<file path="src/rtl/div_pkg.sv">
// Shared widths, word types and FSM states
// for the sequential 64/32 divider.
package div_pkg;

  localparam int DIV_W = 32;
  localparam int DVD_W = 64;

  typedef logic [DIV_W-1:0] word_t;
  typedef logic [DVD_W-1:0] dword_t;

  typedef enum logic {
    IDLE,
    RUN
  } state_t;

endpackage

</file>
<file path="src/rtl/div_step.sv">
// One restoring-division iteration:
// shift in a dividend bit, trial-subtract the divisor.
module div_step
  import div_pkg::*;
(
  input  word_t rem,
  input  logic  shift_bit,
  input  word_t divisor,
  output word_t new_rem,
  output logic  q_bit
);

  logic [DIV_W:0] t;
  logic [DIV_W:0] d;

  assign t = {rem, shift_bit};
  assign d = {1'b0, divisor};

  // rem < divisor on entry, so t - d fits in DIV_W bits
  assign q_bit   = (t >= d);
  assign new_rem = q_bit ? word_t'(t - d)
                         : t[DIV_W-1:0];

endmodule

</file>
<file path="src/rtl/div64x32_seq.sv">
// Sequential unsigned 64/32 divider, one quotient bit
// per clock, start/busy handshake, 32-cycle latency.
module div64x32_seq
  import div_pkg::*;
(
  input  logic   clk,
  input  logic   reset,
  input  logic   start,
  input  dword_t dividend,
  input  word_t  divisor,
  output logic   busy,
  output word_t  quotient,
  output word_t  remainder,
  output logic   err
);

  state_t     state;
  state_t     state_nxt;
  logic [4:0] cnt;
  word_t      rem;
  word_t      qsh;
  word_t      dvs;
  logic       fail;
  word_t      new_rem;
  logic       q_bit;
  logic       done;
  logic       launch;
  logic       bad;

  div_step u_step (
    .rem       (rem),
    .shift_bit (qsh[DIV_W-1]),
    .divisor   (dvs),
    .new_rem   (new_rem),
    .q_bit     (q_bit)
  );

  assign busy   = (state == RUN);
  assign done   = (state == RUN) && (cnt == 5'd31);
  assign launch = (state == IDLE) && start;
  // Quotient would not fit in 32 bits (also covers /0)
  assign bad    = (divisor == '0) ||
                  (dividend[DVD_W-1:DIV_W] >= divisor);

  always_comb begin
    state_nxt = state;
    unique case (state)
      IDLE: if (start) state_nxt = RUN;
      RUN:  if (cnt == 5'd31) state_nxt = IDLE;
      default: state_nxt = IDLE;
    endcase
  end

  always_ff @(posedge clk) begin
    if (reset) begin
      state     <= IDLE;
      cnt       <= '0;
      rem       <= '0;
      qsh       <= '0;
      dvs       <= '0;
      fail      <= 1'b0;
      quotient  <= '0;
      remainder <= '0;
      err       <= 1'b0;
    end else begin
      state <= state_nxt;
      if (launch) begin
        rem  <= dividend[DVD_W-1:DIV_W];
        qsh  <= dividend[DIV_W-1:0];
        dvs  <= divisor;
        cnt  <= '0;
        fail <= bad;
      end else if (state == RUN) begin
        rem <= new_rem;
        qsh <= {qsh[DIV_W-2:0], q_bit};
        cnt <= cnt + 5'd1;
        if (done) begin
          if (fail) begin
            quotient  <= '1;
            remainder <= '0;
            err       <= 1'b1;
          end else begin
            quotient  <= {qsh[DIV_W-2:0], q_bit};
            remainder <= new_rem;
            err       <= 1'b0;
          end
        end
      end
    end
  end

endmodule

</file>
<file path="config.mk">
export PLATFORM = sky130hd
export DESIGN_NAME = div64x32_seq
export DESIGN_NICKNAME = d
export VERILOG_FILES = /design/src/rtl/div_pkg.sv /design/src/rtl/div_step.sv /design/src/rtl/div64x32_seq.sv
export SDC_FILE = /design/constraint.sdc
export NUM_CORES = 1
export LEC_CHECK = 0
export CAP_MARGIN = 20
export CORE_MARGIN = 4
export CORE_UTILIZATION = 50
export DETAILED_ROUTE_END_ITERATION = 6
export GPL_TIMING_DRIVEN = 0
export PLACE_DENSITY_LB_ADDON = 0.1
export SLEW_MARGIN = 30
export SYNTH_ARGS = -nofsm -noshare
export SYNTH_HDL_FRONTEND = slang
export SYNTH_SLANG_ARGS = --single-unit
</file>
<file path="constraint.sdc">
create_clock -name clk -period 6.9 [get_ports clk]
set_clock_uncertainty 0.05 [all_clocks]
set_input_delay 1.035 -clock clk [delete_from_list [all_inputs] [get_ports clk]]
set_output_delay 1.035 -clock clk [all_outputs]
set_load 0.01 [all_outputs]
</file>
# Word level (Yosys, flattened, before mapping)
# Index checks and enable logic that the tools add are counted.
# totals
rom_bits,0
output_inout_bits,66
n_memories,0
in_bits,99
latchBits,0
ramBits,0
ff_bits,168
wordCells,34
# classes
n_reduce_logical,7
mul,0
mux,11
order_cmp,2
n_eq_ne,1
shift,0
n_bitwise,2
add_sub_neg,2
n_div,0
# ops
operator,n
$mux W32,7
$ge A33 B32 Y1,1
$ge A32 B32 Y1,1
$logic_not A32 Y1,1
$sub A32 B32 Y32,1
$add A5 B1 Y5 const B,1
$eq A5 B5 Y1 const B,1
$mux W1,3
$reduce_and A3 Y1,1
$logic_and A1 B1 Y1,2
$not A1 Y1,2
$pmux W1 S2,1
$reduce_bool A2 Y1,1
$reduce_or A2 Y1,1
$logic_or A1 B1 Y1,1

# Logic depth before layout (Yosys ltp)
# logic_depth
ltp_word,4
mapped_depth,13
mapped_depth_nobuf,12

# By module
# From an unflattened synthesis, not the netlist that was laid out.
# hier_totals
hier_cells,1185
hier_area_um2,9649.3
# by_module_without_submodules
mod,area_per_inst_um2,seq_area_each_um2,instances,cells_per_inst
div64x32_seq,7318.3,3363.2,1,862
div_step,2331.0,0.0,1,323

# Least setup slack after synthesis
# Ideal clock, no wire load.
# synth_path
path_type,reg2reg
startpoint,reg dvs[14]
endpoint,reg rem[23]
setup_slack_ns,4.070
setup_time_ns,0.086
arrival_time_ns,2.694
path_buffers,2
path_stages_with_launch,13
required_ns,6.764
cell_sequence,dfxtp_1 inv_1 ha_1 a21o_1 a21o_1 a22o_1 nor4_4 a2111oi_4 or2_1 buf_6 buf_12 mux2i_1 a211oi_1
# synth_via
elab_chain_len,4
elab_cells_between_ends,5
classes_between,add/sub: 1; order compare: 1; mux: 3
# synth_rtl
element,line,source
start: declaration,div64x32_seq.sv:22,word_t dvs;
start signal: assignment,div64x32_seq.sv:70,dvs <= divisor;
$sub A32 B32 Y32 / $ge A33 B32 Y1 (equally long branches),"div_step.sv:21, div_step.sv:20",
$mux W32 (*),div_step.sv:21,assign new_rem = q_bit ? word_t'(t - d)
$mux W32 (*),div64x32_seq.sv:73,end else if (state == RUN) begin
$mux W32 (*),div64x32_seq.sv:67,if (launch) begin
end signal: assignment,div64x32_seq.sv:68,rem <= dividend[DVD_W-1:DIV_W];
end signal: assignment,div64x32_seq.sv:74,rem <= new_rem;
end: declaration,div64x32_seq.sv:20,word_t rem;
# Mark *: on every way between the ends. The rest lies on a longest branch, timed or not. The select of a mux whose other input is x is not followed.
# A chain may end at the register's enable or synchronous reset.

# Worst setup path in the final report
# layout_path
startpoint,in divisor[25]
endpoint,reg fail
# layout_via
elab_chain_len,2
elab_cells_between_ends,3
classes_between,order compare: 1; reduce/logical: 2
# layout_rtl
element,line,source
start: declaration,div64x32_seq.sv:10,"input word_t divisor,"
$ge A32 B32 Y1 / $logic_not A32 Y1 (equally long branches),"div64x32_seq.sv:43, div64x32_seq.sv:42",
$logic_or A1 B1 Y1 (*),div64x32_seq.sv:42,assign bad = (divisor == '0) ||
end signal: assignment,div64x32_seq.sv:61,fail <= 1'b0;
end signal: assignment,div64x32_seq.sv:72,fail <= bad;
end: declaration,div64x32_seq.sv:23,logic fail;
# Mark *: on every way between the ends. The rest lies on a longest branch, timed or not.

==> run metrics <==
WP data required 7.22 ns; clk slew on worst S/H paths 0.07 ns; final WL 29900 um; share of the synthesized area in the top cell type 34.8%; final core utilization 64.8%; GRT Overall Usage 27.1%; Worst Setup Start Kind input pin; min cycle time layout 3.81 ns; leakage power 4.92 nW; Area after DPL between 10000 and 15000 um^2; Final period util between 50% and 60%; dpl hpwl 23000 um; clock sink total 168; setup tns final 0 ns; Distinct cells, synth 58; Top Family by Delay on Critical Path simple AND/OR/NAND/NOR gates; Metal-1 WL 13700 um; Synth area leaders dfxtp_1, ha_1, mux2i_1, a21oi_1, nor2_1; Post-layout nets ~1600; # IOs 165; initial antenna violation count 1; max_slew headroom 43.3%; met3 WL post-DR 1870 um; WP buf/inv 2; crit path capture type flip-flop; hold buffers post-CTS 0; Hold Fails Final Rpt 0; Core Footprint 18800 um^2; fin. max-slew vios 0; DIE AREA 21600 um^2; Hold Path Origin remainder[10]; CTS Buffer Depth 2; Synth Area per Inst 7.87 um^2; number of synthesized register bits 168; Most used DFF post-synth dfxtp_1; Port Buffers 162; CP max stage cell nor4_1; fraction of registers with async set/reset 0%; TritonCTS clock tree done; drt pass-1 iters 5; clock latency on the worst-skew pair 0.44 ns; CP startpoint divisor[25]; sequential fraction of the synthesis area 34.8%; unrepaired setup endpoints after global routing false; top-count cell post-synth dfxtp_1; vias per inst 5.65; slowest stage delay, CP just over 0.8 ns; post-CTS sizing 0; worst-margin pin slew about 0.84 ns; antenna-violating nets left 0; Inserted Clock Buffers 17; endpoints failing setup 0; RD Place Congestion 0.938; Rows 50; die boundary width about 150 um; starting density of the core 51.3%; Final Cell Area approximately 12000 um^2; run status complete, no violations; Remaining DRCs 0; VDD IR max roughly 0.18 mV; met2 WL approximately 14000 um; Die H between 100 and 150 um; Hold Path Class flip-flop to flip-flop; crit path kind input pin to flip-flop; Iter 0 DRT Violations slightly below 800; share of cells above drive strength 1 3.45%; Pwr Density 266 nW/um^2; first-pass GRT wire length 47400 um; setup slack after placement 2.79 ns; syn_nets around 1400; Top Metal Used met4; DR vias 9495; Synth area leader dfxtp_1; mapped cell area 9660 um^2; crit-path cells clkdlybuf4s50_1, inv_1, ha_1, nand4_1, nor4_1, nand4_1, nor4_1, o41ai_1, a21o_1, a21oi_1; Overflow after GRT 0; post-CTS setup buffers 0; MaxCap Viol Count 0; Avg WL per Cell around 18 um; Synth top cells by count dfxtp_1, nor2_1, nand2_1; Gate Count Post-Synth 1227; Reg2Reg Launch Point dvs[10]; largest fanout on the critical path 3; H-tree lvl count 4; YS warnings 0; crit path DAT 4.12 ns; EDFF count, synth 0; vias in the first global route 9051; Max Fclk 262 MHz; CTS root buf clkbuf_16; Area Growth Syn to Fin 26.4%; final worst slack 3.09 ns; largest net degree at the start of global routing 20
-- state kept, by name, summed over array words and instances (netlist names) --
signal,count
cnt,5
quotient,32
err,1
rem,32
fail,1
dvs,32
qsh,32
remainder,32
busy,1
-- worst register-to-register path: stages (launching register included) --
cell and delay (ns):
dfxtp_1 0.34, inv_1 0.05, ha_1 0.28, buf_6 0.14, and4_1 0.22, nor2b_1 0.16, a22o_1 0.21, nor4_4 0.56
a2111oi_4 0.23, or2_1 0.28, buf_6 0.14, buf_12 0.15, mux2i_1 0.28, a211oi_1 0.13
-- cell families (layout without fill, tap and decap cells) --
logic type,count (synthesis),after routing,share of synthesized area (%)
AO/OA/AOI/OAI,311,311,20.3
XOR/XNOR,28,28,2.54
flip-flops,168,168,34.8
multiplexers,59,59,6.12
buffers and inverters,157,351,6.73
adder cells (fa/ha/maj),67,67,8.76
other,0,1,0
AND/OR/NAND/NOR,437,437,20.7
-- layout by cell type (no fill, tap or decap), drive strengths merged, types with 8 or more instances in the layout --
cell           Yosys  routed
dfxtp            168     168
clkdlybuf4s50      0     162
nor2             139     139
nand2            122     122
a21oi            108     108
clkbuf            70      87
inv               76      81
nor3              75      75
ha                66      66
a211oi            64      64
o21ai             63      63
mux2i             59      59
nor2b             38      38
a21o              22      22
xnor2             17      17
nand4             13      13
nor4              13      13
nand3             11      11
xor2              11      11
buf               11      11
clkinv             0      10
a31oi              8       8
-- worst paths after layout --
kind | to | slack, ns | cells after the start
setup / recovery | fail | 3.09 | 10
hold / removal | remainder[10] | 0.40 | 2
setup reg to reg | rem[18] | 3.55 | 13
hold reg to reg | remainder[10] | 0.40 | 2
-- metrics by stage --
step	instances	total power, mW	hold slack (ns)
CTS	1681	3.24	0.401
detailed placement	1649	2.28	0.391
finish	1682	3.25	0.396
global placement	1649	2.27	0.387
global route	1682	3.41	0.423
floorplan	1227	1.95	0.386
-- per-layer routing --
metal | vias to the layer above | global-route usage, %
met1 | 4474 | 36.9
met3 | 48 | 5.55
li1 | 4667 | -
met2 | 306 | 43.5
met5 | - | 0
met4 | 0 | 8.20
-- final cells by class --
class	count	area (um^2)
diodes	1	2.50
plain buffers	81	364
clock buffers	17	425
clock inverters	15	178
fillers	1701	6620
inverters	76	285
multi-input cells	902	5640
flip-flops and latches	168	3360
well taps	260	325
repair buffers	162	1620
-- power breakdown --
group / internal, mW / switching [mW]
sequential: 1.03 / 0.0460
combinational: 0.505 / 0.705
clock: 0.488 / 0.478
total: 2.02 / 1.23
Note: power is estimated with default switching activity, not from simulation.
